$ cat config.mk
export PLATFORM = sky130hd
export DESIGN_NAME = seq_alu
export DESIGN_NICKNAME = d
export VERILOG_FILES = /design/src/rtl/seq_alu_pkg.sv /design/src/rtl/seq_alu_iter.sv /design/src/rtl/seq_alu.sv
export SDC_FILE = /design/constraint.sdc
export NUM_CORES = 1
export LEC_CHECK = 0
export CAP_MARGIN = 20
export CORE_MARGIN = 1.5
export CORE_UTILIZATION = 35
export CTS_BUF_LIST = sky130_fd_sc_hd__clkbuf_8
export DETAILED_ROUTE_END_ITERATION = 10
export HOLD_SLACK_MARGIN = 0.1
export PLACE_DENSITY_LB_ADDON = 0.25
export SKIP_LAST_GASP = 1
export SLEW_MARGIN = 20
export SYNTH_ARGS = -nofsm -noshare
export SYNTH_HDL_FRONTEND = slang
export SYNTH_SLANG_ARGS = --single-unit
$ cat constraint.sdc
create_clock -name clk_i -period 4.5 [get_ports clk_i]
set_clock_uncertainty 0.05 [all_clocks]
set_input_delay 0.675 -clock clk_i [delete_from_list [all_inputs] [get_ports clk_i]]
set_output_delay 0.675 -clock clk_i [all_outputs]
set_load 0.01 [all_outputs]
$ cat src/rtl/seq_alu_pkg.sv
// seq_alu shared definitions: op codes and FSM state encoding.
// Optional divide build: SEQ_ALU_DIV_EN.
package seq_alu_pkg;

  localparam logic [3:0] OP_AND = 4'b0000;
  localparam logic [3:0] OP_OR  = 4'b0001;
  localparam logic [3:0] OP_ADD = 4'b0010;
  localparam logic [3:0] OP_SUB = 4'b0110;
  localparam logic [3:0] OP_SLT = 4'b0111;
  localparam logic [3:0] OP_NOR = 4'b1100;
  localparam logic [3:0] OP_MUL = 4'b1000;
  localparam logic [3:0] OP_DIV = 4'b1001;

  localparam logic [1:0] ST_IDLE = 2'd0;
  localparam logic [1:0] ST_ITER = 2'd1;
  localparam logic [1:0] ST_DONE = 2'd2;

  function automatic logic is_iter_op(input logic [3:0] op);
`ifdef SEQ_ALU_DIV_EN
    return (op == OP_MUL) || (op == OP_DIV);
`else
    return (op == OP_MUL);
`endif
  endfunction

endpackage

$ cat src/rtl/seq_alu_iter.sv
// Iterative shift-add multiply / restoring divide datapath.
// Divide path only present with SEQ_ALU_DIV_EN.
module seq_alu_iter #(
  parameter int WIDTH = 32,
  parameter int CNT_W = $clog2(WIDTH) + 1
) (
  input  logic             i_clk,
  input  logic             i_rst,
  input  logic             i_start,
  input  logic             i_step,
`ifdef SEQ_ALU_DIV_EN
  input  logic             i_div,
`endif
  input  logic [WIDTH-1:0] i_a,
  input  logic [WIDTH-1:0] i_b,
  output logic [CNT_W-1:0] o_cnt,
  output logic [WIDTH-1:0] o_lo_nxt,
  output logic [WIDTH-1:0] o_hi_nxt
);

  logic [WIDTH-1:0] r_hi;
  logic [WIDTH-1:0] r_lo;
  logic [WIDTH-1:0] r_b;
  logic [CNT_W-1:0] r_cnt;
  logic [WIDTH:0]   w_add;

  // mul: {hi,lo} shifts right; lo holds the remaining multiplier bits
  assign w_add = {1'b0, r_hi} + {1'b0, (r_lo[0] ? r_b : '0)};

`ifdef SEQ_ALU_DIV_EN
  logic             r_div;
  logic [WIDTH:0]   w_sh;
  logic [WIDTH:0]   w_dif;

  // div: {hi,lo} shifts left; a zero divisor yields all-ones / dividend
  assign w_sh  = {r_hi, r_lo[WIDTH-1]};
  assign w_dif = w_sh - {1'b0, r_b};
`endif

  always_comb begin
    o_hi_nxt = w_add[WIDTH:1];
    o_lo_nxt = {w_add[0], r_lo[WIDTH-1:1]};
`ifdef SEQ_ALU_DIV_EN
    if (r_div) begin
      if (!w_dif[WIDTH]) begin
        o_hi_nxt = w_dif[WIDTH-1:0];
        o_lo_nxt = {r_lo[WIDTH-2:0], 1'b1};
      end else begin
        o_hi_nxt = w_sh[WIDTH-1:0];
        o_lo_nxt = {r_lo[WIDTH-2:0], 1'b0};
      end
    end
`endif
  end

  always_ff @(posedge i_clk) begin
    if (i_rst) begin
      r_hi  <= '0;
      r_lo  <= '0;
      r_b   <= '0;
      r_cnt <= '0;
`ifdef SEQ_ALU_DIV_EN
      r_div <= 1'b0;
`endif
    end else if (i_start) begin
      r_hi  <= '0;
      r_lo  <= i_a;
      r_b   <= i_b;
      r_cnt <= CNT_W'(WIDTH);
`ifdef SEQ_ALU_DIV_EN
      r_div <= i_div;
`endif
    end else if (i_step) begin
      r_hi  <= o_hi_nxt;
      r_lo  <= o_lo_nxt;
      r_cnt <= r_cnt - 1'b1;
    end
  end

  assign o_cnt = r_cnt;

endmodule

$ cat src/rtl/seq_alu.sv
// WIDTH-bit sequential ALU: single-cycle logic/arith/compare plus
// iterative MUL (and DIV when SEQ_ALU_DIV_EN is defined).
module seq_alu
  import seq_alu_pkg::*;
#(
  parameter int WIDTH = 32,
  parameter int CNT_W = $clog2(WIDTH) + 1
) (
  input  logic             clk_i,
  input  logic             rst_i,
  input  logic             in_valid_i,
  output logic             in_ready_o,
  input  logic [3:0]       op_i,
  input  logic [WIDTH-1:0] src1_i,
  input  logic [WIDTH-1:0] src2_i,
  output logic             out_valid_o,
  output logic [WIDTH-1:0] result_o,
  output logic [WIDTH-1:0] hi_o,
  output logic             zero_o,
  output logic             overflow_o,
  output logic             cout_o,
  output logic             illegal_o
);

  logic [1:0]       r_state;
  logic             r_valid;
  logic [WIDTH-1:0] r_res;
  logic [WIDTH-1:0] r_hi;
  logic             r_zero;
  logic             r_ovf;
  logic             r_cout;
  logic             r_ill;

  logic             w_acc;
  logic             w_iter;
  logic             w_sub;
  logic [WIDTH-1:0] w_bx;
  logic [WIDTH:0]   w_sum;
  logic             w_ovf;
  logic [WIDTH-1:0] w_res;
  logic             w_ovf_f;
  logic             w_cout_f;
  logic             w_ill;
  logic [CNT_W-1:0] w_cnt;
  logic [WIDTH-1:0] w_lo_nxt;
  logic [WIDTH-1:0] w_hi_nxt;

  assign in_ready_o = (r_state == ST_IDLE);
  assign w_acc      = in_valid_i & in_ready_o;
  assign w_iter     = is_iter_op(op_i);

  assign w_sub = (op_i == OP_SUB) || (op_i == OP_SLT);
  assign w_bx  = w_sub ? ~src2_i : src2_i;
  assign w_sum = {1'b0, src1_i} + {1'b0, w_bx}
               + {{WIDTH{1'b0}}, w_sub};
  assign w_ovf = (src1_i[WIDTH-1] == w_bx[WIDTH-1])
               & (w_sum[WIDTH-1] != src1_i[WIDTH-1]);

  always_comb begin
    w_res    = '0;
    w_ovf_f  = 1'b0;
    w_cout_f = 1'b0;
    w_ill    = 1'b0;
    case (op_i)
      OP_AND: w_res = src1_i & src2_i;
      OP_OR:  w_res = src1_i | src2_i;
      OP_NOR: w_res = ~(src1_i | src2_i);
      OP_ADD, OP_SUB: begin
        w_res    = w_sum[WIDTH-1:0];
        w_ovf_f  = w_ovf;
        w_cout_f = w_sum[WIDTH];
      end
      OP_SLT:
        w_res = {{(WIDTH-1){1'b0}}, w_sum[WIDTH-1] ^ w_ovf};
      default: w_ill = ~w_iter;
    endcase
  end

  seq_alu_iter #(
    .WIDTH (WIDTH),
    .CNT_W (CNT_W)
  ) u_iter (
    .i_clk    (clk_i),
    .i_rst    (rst_i),
    .i_start  (w_acc & w_iter),
    .i_step   (r_state != ST_IDLE),
`ifdef SEQ_ALU_DIV_EN
    .i_div    (op_i == OP_DIV),
`endif
    .i_a      (src1_i),
    .i_b      (src2_i),
    .o_cnt    (w_cnt),
    .o_lo_nxt (w_lo_nxt),
    .o_hi_nxt (w_hi_nxt)
  );

  // DONE performs the final step and registers its result directly
  always_ff @(posedge clk_i) begin
    if (rst_i) begin
      r_state <= ST_IDLE;
      r_valid <= 1'b0;
      r_res   <= '0;
      r_hi    <= '0;
      r_zero  <= 1'b0;
      r_ovf   <= 1'b0;
      r_cout  <= 1'b0;
      r_ill   <= 1'b0;
    end else begin
      r_valid <= 1'b0;
      case (r_state)
        ST_IDLE: begin
          if (w_acc) begin
            if (w_iter) begin
              r_state <= ST_ITER;
            end else begin
              r_valid <= 1'b1;
              r_res   <= w_res;
              r_hi    <= '0;
              r_zero  <= (w_res == '0);
              r_ovf   <= w_ovf_f;
              r_cout  <= w_cout_f;
              r_ill   <= w_ill;
            end
          end
        end
        ST_ITER: begin
          if (w_cnt == CNT_W'(2)) r_state <= ST_DONE;
        end
        ST_DONE: begin
          r_state <= ST_IDLE;
          r_valid <= 1'b1;
          r_res   <= w_lo_nxt;
          r_hi    <= w_hi_nxt;
          r_zero  <= (w_lo_nxt == '0);
          r_ovf   <= 1'b0;
          r_cout  <= 1'b0;
          r_ill   <= 1'b0;
        end
        default: r_state <= ST_IDLE;
      endcase
    end
  end

  assign out_valid_o = r_valid;
  assign result_o    = r_res;
  assign hi_o        = r_hi;
  assign zero_o      = r_zero;
  assign overflow_o  = r_ovf;
  assign cout_o      = r_cout;
  assign illegal_o   = r_ill;

endmodule
==> results of run 1 <==
[cells in the final DEF (no fill, tap or decap), types with 6 or more instances in the layout]
cell type	instances
a211o_1	6
a211oi_1	26
a21o_1	53
a21oi_1	147
a221o_1	12
a221oi_1	34
a22o_1	14
a22oi_1	12
a311oi_1	35
a31oi_1	30
and2_1	38
and3_1	7
buf_4	107
clkbuf_8	17
clkdlybuf4s50_1	139
dfxtp_1	173
ha_1	68
inv_1	27
mux2i_1	10
nand2_1	215
nand2b_1	14
nand3_1	63
nand3b_1	7
nand4_1	13
nor2_1	164
nor2b_1	9
nor3_1	45
nor4_1	11
o211ai_1	7
o21ai_0	40
o31ai_1	8
or3_1	6
xnor2_1	61
xor2_1	19
[power groups by stage]
stage,Combinational [W],Clock (W),Sequential [W]
after floorplan,0.000538,0,0.00164
after global placement,0.000951,0,0.00164
after detailed placement,0.000955,0,0.00164
after CTS,0.000962,0.00113,0.00161
after global routing,0.00106,0.00119,0.00161
final,0.000971,0.00111,0.00161
[layout make-up]
type / count / area [um^2]
Tap cell: 448 / 561
Clock buffer: 17 / 234
Inverter: 28 / 105
Timing Repair Buffer: 247 / 2210
Clock inverter: 14 / 146
Sequential cell: 173 / 3460
Fill cell: 3339 / 18800
Multi-Input combinational cell: 1262 / 7920
[state kept, by name, indices dropped and copies added (netlist names)]
signal / flops
cout_o: 1
hi_o: 32
zero_o: 1
overflow_o: 1
u_iter.r_b: 32
result_o: 32
illegal_o: 1
u_iter.r_hi: 32
u_iter.o_cnt: 6
r_state: 2
out_valid_o: 1
u_iter.r_lo: 32
[worst max-delay path: cells and delay by family]
family	cells	cell delay, ps
simple gates	5	910
compound gates	7	1800
buf+inv	2	760
fa+ha+maj	1	270
xor+xnor	1	160
[metrics by stage]
stage                      util  total power [W]
after floorplan               -          0.00218
after global routing      0.438          0.00386
final                     0.438          0.00368
after CTS                 0.438          0.00370
after detailed placement  0.426          0.00260
after global placement    0.426          0.00259
[cells by family (layout without fill, tap and decap cells)]
logic type                 after synthesis  count (layout)  share of synthesized area
and+or+nand+nor                        629             629                      0.247
AOI/OAI and AO/OA                      468             468                      0.268
DFF                                    173             173                      0.292
buffers and inverters                  141             306                     0.0461
xor gates and xnor gates                80              80                     0.0590
adders and majority gates               74              74                     0.0784
muxes                                   11              11                    0.00938
[worst paths after layout]
check / end / slack [ps] / depth (start not counted)
setup reg to reg: u_iter.r_hi[25]$_SDFFE_PP0N_ / 530 / 13
setup / recovery: zero_o$_SDFFE_PP0P_ / 270 / 16
hold / removal: u_iter.r_b[10]$_SDFFE_PP0P_ / 400 / 2
hold reg to reg: u_iter.r_b[10]$_SDFFE_PP0P_ / 400 / 2
[layer usage]
| metal | up-vias | wire length, um | GRT usage |
|---|---|---|---|
| met4 | 0 | 1210 | 0.0806 |
| met1 | 5876 | 18700 | 0.314 |
| met2 | 431 | 19200 | 0.385 |
| li1 | 6041 | - | - |
| met3 | 71 | 2480 | 0.0332 |
| met5 | - | 0 | 0 |
==> reports/qor.txt, run 1 <==
Pwr Density: 252 mW/mm^2
Hold Vio Cnt, Final: 0
post-synth cell types: 68
Worst setup EP type: flop
register area share after synthesis: 0.292
power share of the combinational group: 0.264
prevailing post-synth register cell: dfxtp_1
Hold Slack: 404 ps
vias: 12400
DRC viols: 0
clock buffer depth: 2
Die Area: 0.0350 mm^2
Design Area, Final: 0.0146 mm^2
run status: completed
Total GRT Usage: 0.235
GP Congestion: 0.925
top-area cell type share of the netlist area: 0.292
Via density: 5.67
H-tree depth: 4
initial antenna violation count: 0
Tcrit/Tclk final: 0.939
# Post-CTS Setup Buffers: 0
most area-consuming cells after synthesis: dfxtp_1 29%, ha_1 7.2%, nand2_1 6.8%
placed cells: 2158
worst slew pin tran: 880 ps
Initial Util: 0.355
Num CTS Buffers: 17
clock group share of total power: 0.300
first-pass GRT wire length: 65500 um
Die Ht: 187 um
RSZ-0062 raised after global routing: false
Post-synth EDFFs: 0
pin count of the biggest net entering global routing: 73
drt pass-1 iters: 5
hold buffers post-CTS: 0
Sw Pwr: 0.00126 W
crit path launch type: input pin
wire length per cell: 19.0 um
post-detail-place hpwl: 30400 um
Final Instance Count excl. Fillers: 2189
FF-to-FF Start: u_iter.r_lo[0]$_SDFFE_PP0P_
P&R area growth vs syn: 23.4%
VDD IR-drop max: 0.000205 V
CTS tree: built
Worst-path clk slew: 100 ps
CP max stage delay: 470 ps
number of nets in the layout: 1870
fin crit period: 4230 ps
CP arrival: 4580 ps
top-count cell post-synth: nand2_1
clk_lat worst skew: 490 ps
peak fanout along the critical path: 12
Pins Over Slew Limit: 0
grt ovf: 0
max-cap viol count: 0
Iter 0 DRT Violations: 957
placed inst area: 0.0143 mm^2
Flop pwr share: 0.436
die width: 187 um
crit path launch: op_i[3]
ant diodes: 0
required time of the critical path: 4850 ps
Max Clk Rate: 237 MHz
Final WS setup: 273 ps
cts repair resizes: 0
Cells after Synth: 1576
Slew HR: 0.413
most frequent cell on the critical path: a31oi_1
kind of critical path: input pin to flop
Hold Path Class: flop to flop
Net Sw Frac: 0.343
Int Pwr: 0.00242 W
Post-Route WL: 41500 um
Commonest cells post-synth: 215 x nand2_1, 173 x dfxtp_1, 166 x nor2_1, 147 x a21oi_1, 89 x clkbuf_1
largest area contributor in the netlist: dfxtp_1
setup total negative slack: 0 ps
Post-Syn Area: 0.0119 mm^2
Synth Net Count: 1717
Finish-stage setup viols: 0
root buf cell: clkbuf_8
Slowest-stage cell, CP: clkdlybuf4s50_1
post-placement setup slack: -157 ps
Ys Warns: 0
layout cell share with drive strength beyond 1: 0.0919
num ports: 141
min-delay src: u_iter.r_b[10]$_SDFFE_PP0P_
Static Leak: 5.83 nW
Seq cells post-synth: 173
ys async rst share: 0
post-route ant nets: 0
clock sinks: 173
core area: 0.0334 mm^2
worst-path cell chain: clkdlybuf4s50_1 -> nand3b_1 -> buf_4 -> xnor2_1 -> ha_1 -> a21o_1 -> a2111oi_0 -> a211o_1 -> nor3_1 -> a31oi_1 -> a21oi_1 -> or3_1 -> a31oi_1 -> and4_1 -> nand4bb_1 -> o31ai_1
number of global-route vias before repair: 11700
Cell Rows: 67
synthesized area per cell: 7.53 um^2
PortBufs: 140
No activity file was read; power rests on OpenSTA's default activity.
==> run 2: changes to the inputs <==
--- a/config.mk
+++ b/config.mk
@@ -10,6 +10,7 @@
 export CORE_UTILIZATION = 35
 export CTS_BUF_LIST = sky130_fd_sc_hd__clkbuf_8
 export DETAILED_ROUTE_END_ITERATION = 10
+export DONT_BUFFER_PORTS = 1
 export HOLD_SLACK_MARGIN = 0.1
 export PLACE_DENSITY_LB_ADDON = 0.25
 export SKIP_LAST_GASP = 1
==> run 2 against run 1 <==
Against the previous run:
- clock-buffer cell count is the same
- routed wire length fell by 1.7%
- clock power is 6% higher
- register-to-register slack better by 80 ps
- critical path depth decreased by 3
- design area down 13%
- first-iteration DRC count shrank 7.6%
- worst hold slack lost 210 ps
- power down 5.3%
- worst setup slack improved by 340 ps
- sequential power is essentially flat
- critical path type is now flop to flop
- largest power group unchanged
- highest routed layer unchanged
==> reports/qor.txt, run 2 (synthesis results as in run 1) <==
clock buffer depth: 2 (unchanged)
RSZ-0062 raised after global routing: false
Post-Route WL: 40800 um (-1.7%)
Flop pwr share: 0.465 (+0.029)
clock sinks: 173 (unchanged)
P&R area growth vs syn: 7.28%
delay-heaviest family, CP: compound AO/OA/AOI/OAI gates
commonest non-fill, non-tap cell in the layout: nand2_1
Static Leak: 5.00 nW (-14%)
CTS tree: built
first-pass GRT wire length: 64000 um (-2.2%)
Worst-path clk slew: 120 ps (+20 ps)
core area: 0.0334 mm^2 (unchanged)
post-placement setup slack: 208 ps (+364 ps)
H-tree depth: 4 (unchanged)
root buf cell: clkbuf_8
# Post-CTS Setup Buffers: 0 (unchanged)
GP Congestion: 0.886 (-4.2%)
vias: 11500 (-7.4%)
Finish-stage setup viols: 0 (unchanged)
wire length per cell: 20.6 um (+8.7%)
Worst setup EP type: flop
Via density: 5.81 (+2.4%)
Hold Vio Cnt, Final: 0 (unchanged)
post-route ant nets: 0 (unchanged)
Buffers & Inverters on Critical Path: 1 (-1)
Sw Pwr: 0.00116 W (-8.1%)
run status: completed
Num CTS Buffers: 17 (unchanged)
max-cap viol count: 0 (unchanged)
post-detail-place hpwl: 29000 um (-4.6%)
number of nets in the layout: 1659 (-11%)
setup total negative slack: 0 ps (unchanged)
initial antenna violation count: 0 (unchanged)
Net Sw Frac: 0.333 (-0.0101)
VDD IR-drop max: 0.000178 V (-13%)
pin count of the biggest net entering global routing: 132 (+81%)
power share of the combinational group: 0.197 (-0.067)
Slowest-stage cell, CP: dfxtp_1
Die Ht: 187 um (unchanged)
worst slew pin tran: 709 ps (-171 ps)
DRC viols: 0 (unchanged)
clk_lat worst skew: 500 ps (about the same)
CP max stage delay: 590 ps (+120 ps)
Die Area: 0.0350 mm^2 (unchanged)
Hold Path Class: input pin to flop
num ports: 141 (unchanged)
PortBufs: 0 (-100%)
Cell Rows: 67 (unchanged)
Slew HR: 0.523 (+0.110)
number of global-route vias before repair: 10800 (-7.3%)
drt pass-1 iters: 5 (unchanged)
cts repair resizes: 0 (unchanged)
worst-path cell chain: buf_4 -> and2_1 -> ha_1 -> nand4_1 -> nor3_1 -> a2111o_1 -> nor4_1 -> a21oi_1 -> a31o_2 -> a41oi_1 -> a21oi_1 -> or4b_1 -> a31oi_1
grt ovf: 0 (unchanged)
Total GRT Usage: 0.231 (-0.00346)
crit path launch type: flop
kind of critical path: flop to flop
CP arrival: 4270 ps (-310 ps)
die width: 187 um (unchanged)
clock group share of total power: 0.338 (+0.038)
ant diodes: 0 (unchanged)
hold buffers post-CTS: 0 (unchanged)
required time of the critical path: 4880 ps (+30 ps)
fin crit period: 3890 ps (-339 ps)
commonest non-fill, non-tap cells in the layout: 215 x nand2_1, 173 x dfxtp_1, 165 x nor2_1
most frequent cell on the critical path: a21oi_1
peak fanout along the critical path: 20 (+8)
Initial Util: 0.355 (unchanged)
Pwr Density: 274 mW/mm^2 (+8.9%)
Iter 0 DRT Violations: 884 (-7.6%)
Tcrit/Tclk final: 0.864 (-0.0753)
Final WS setup: 612 ps (+339 ps)
Core Util, Final: 0.381 (-0.0570)
Int Pwr: 0.00232 W (-3.9%)
Max Clk Rate: 257 MHz (+8.7%)
layout cell share with drive strength beyond 1: 0.0568 (-0.0351)
Pins Over Slew Limit: 0 (unchanged)
run 2: layer usage:
layer  share of wire  track usage
met4           0.025       0.0698
met1            0.46        0.308
met3           0.064       0.0505
met5               0            0
met2            0.45        0.372
run 2: area by class of cell:
type | count | area, um^2
Tap cell | 448 | 561
Fill cell | 3475 | 20700
Sequential cell | 173 | 3460
Inverter | 28 | 106
Multi-Input combinational cell | 1262 | 7920
Timing Repair Buffer | 36 | 283
Clock inverter | 15 | 171
Clock buffer | 17 | 234
run 2: power groups by stage:
| stage | Clock, W | Combinational [W] | Sequential [W] |
|---|---|---|---|
| 5_1_grt | 0.00127 | 0.000762 | 0.00163 |
| 3_5_place_dp | 0 | 0.000677 | 0.00166 |
| 6_report | 0.00118 | 0.000687 | 0.00162 |
| 2_1_floorplan | 0 | 0.000538 | 0.00164 |
| 3_3_place_gp | 0 | 0.000677 | 0.00166 |
| 4_1_cts | 0.00121 | 0.000682 | 0.00162 |
run 2: final timing paths:
kind	startpoint	endpoint	slack, ps	cells after the start
worst max-delay path	u_iter.r_lo[0]$_SDFFE_PP0P_	u_iter.r_hi[25]$_SDFFE_PP0N_	610	13
worst min-delay path	rst_i	illegal_o$_SDFFE_PP0P_	200	1
worst max register to register	u_iter.r_lo[0]$_SDFFE_PP0P_	u_iter.r_hi[25]$_SDFFE_PP0N_	610	13
worst min register to register	u_iter.r_b[3]$_SDFFE_PP0P_	u_iter.r_b[3]$_SDFFE_PP0P_	400	2
run 2: per-stage QoR:
step	cell area (um^2)	hold WS (ps)	instances	total power, W
6_report	12700	195	1979	0.00349
5_1_grt	12700	156	1979	0.00366
4_1_cts	12700	159	1979	0.00351
3_5_place_dp	12300	387	1947	0.00233
3_3_place_gp	12300	384	1947	0.00233
2_1_floorplan	11900	382	1576	0.00218
run 2: worst reg2reg max path, stage by stage (launching register included):
cell and delay, ps:
dfxtp_1 590, buf_4 280, and2_1 190, ha_1 320, nand4_1 190, nor3_1 80, a2111o_1 420, nor4_1 170
a21oi_1 150, a31o_2 310, a41oi_1 270, a21oi_1 150, or4b_1 480, a31oi_1 180
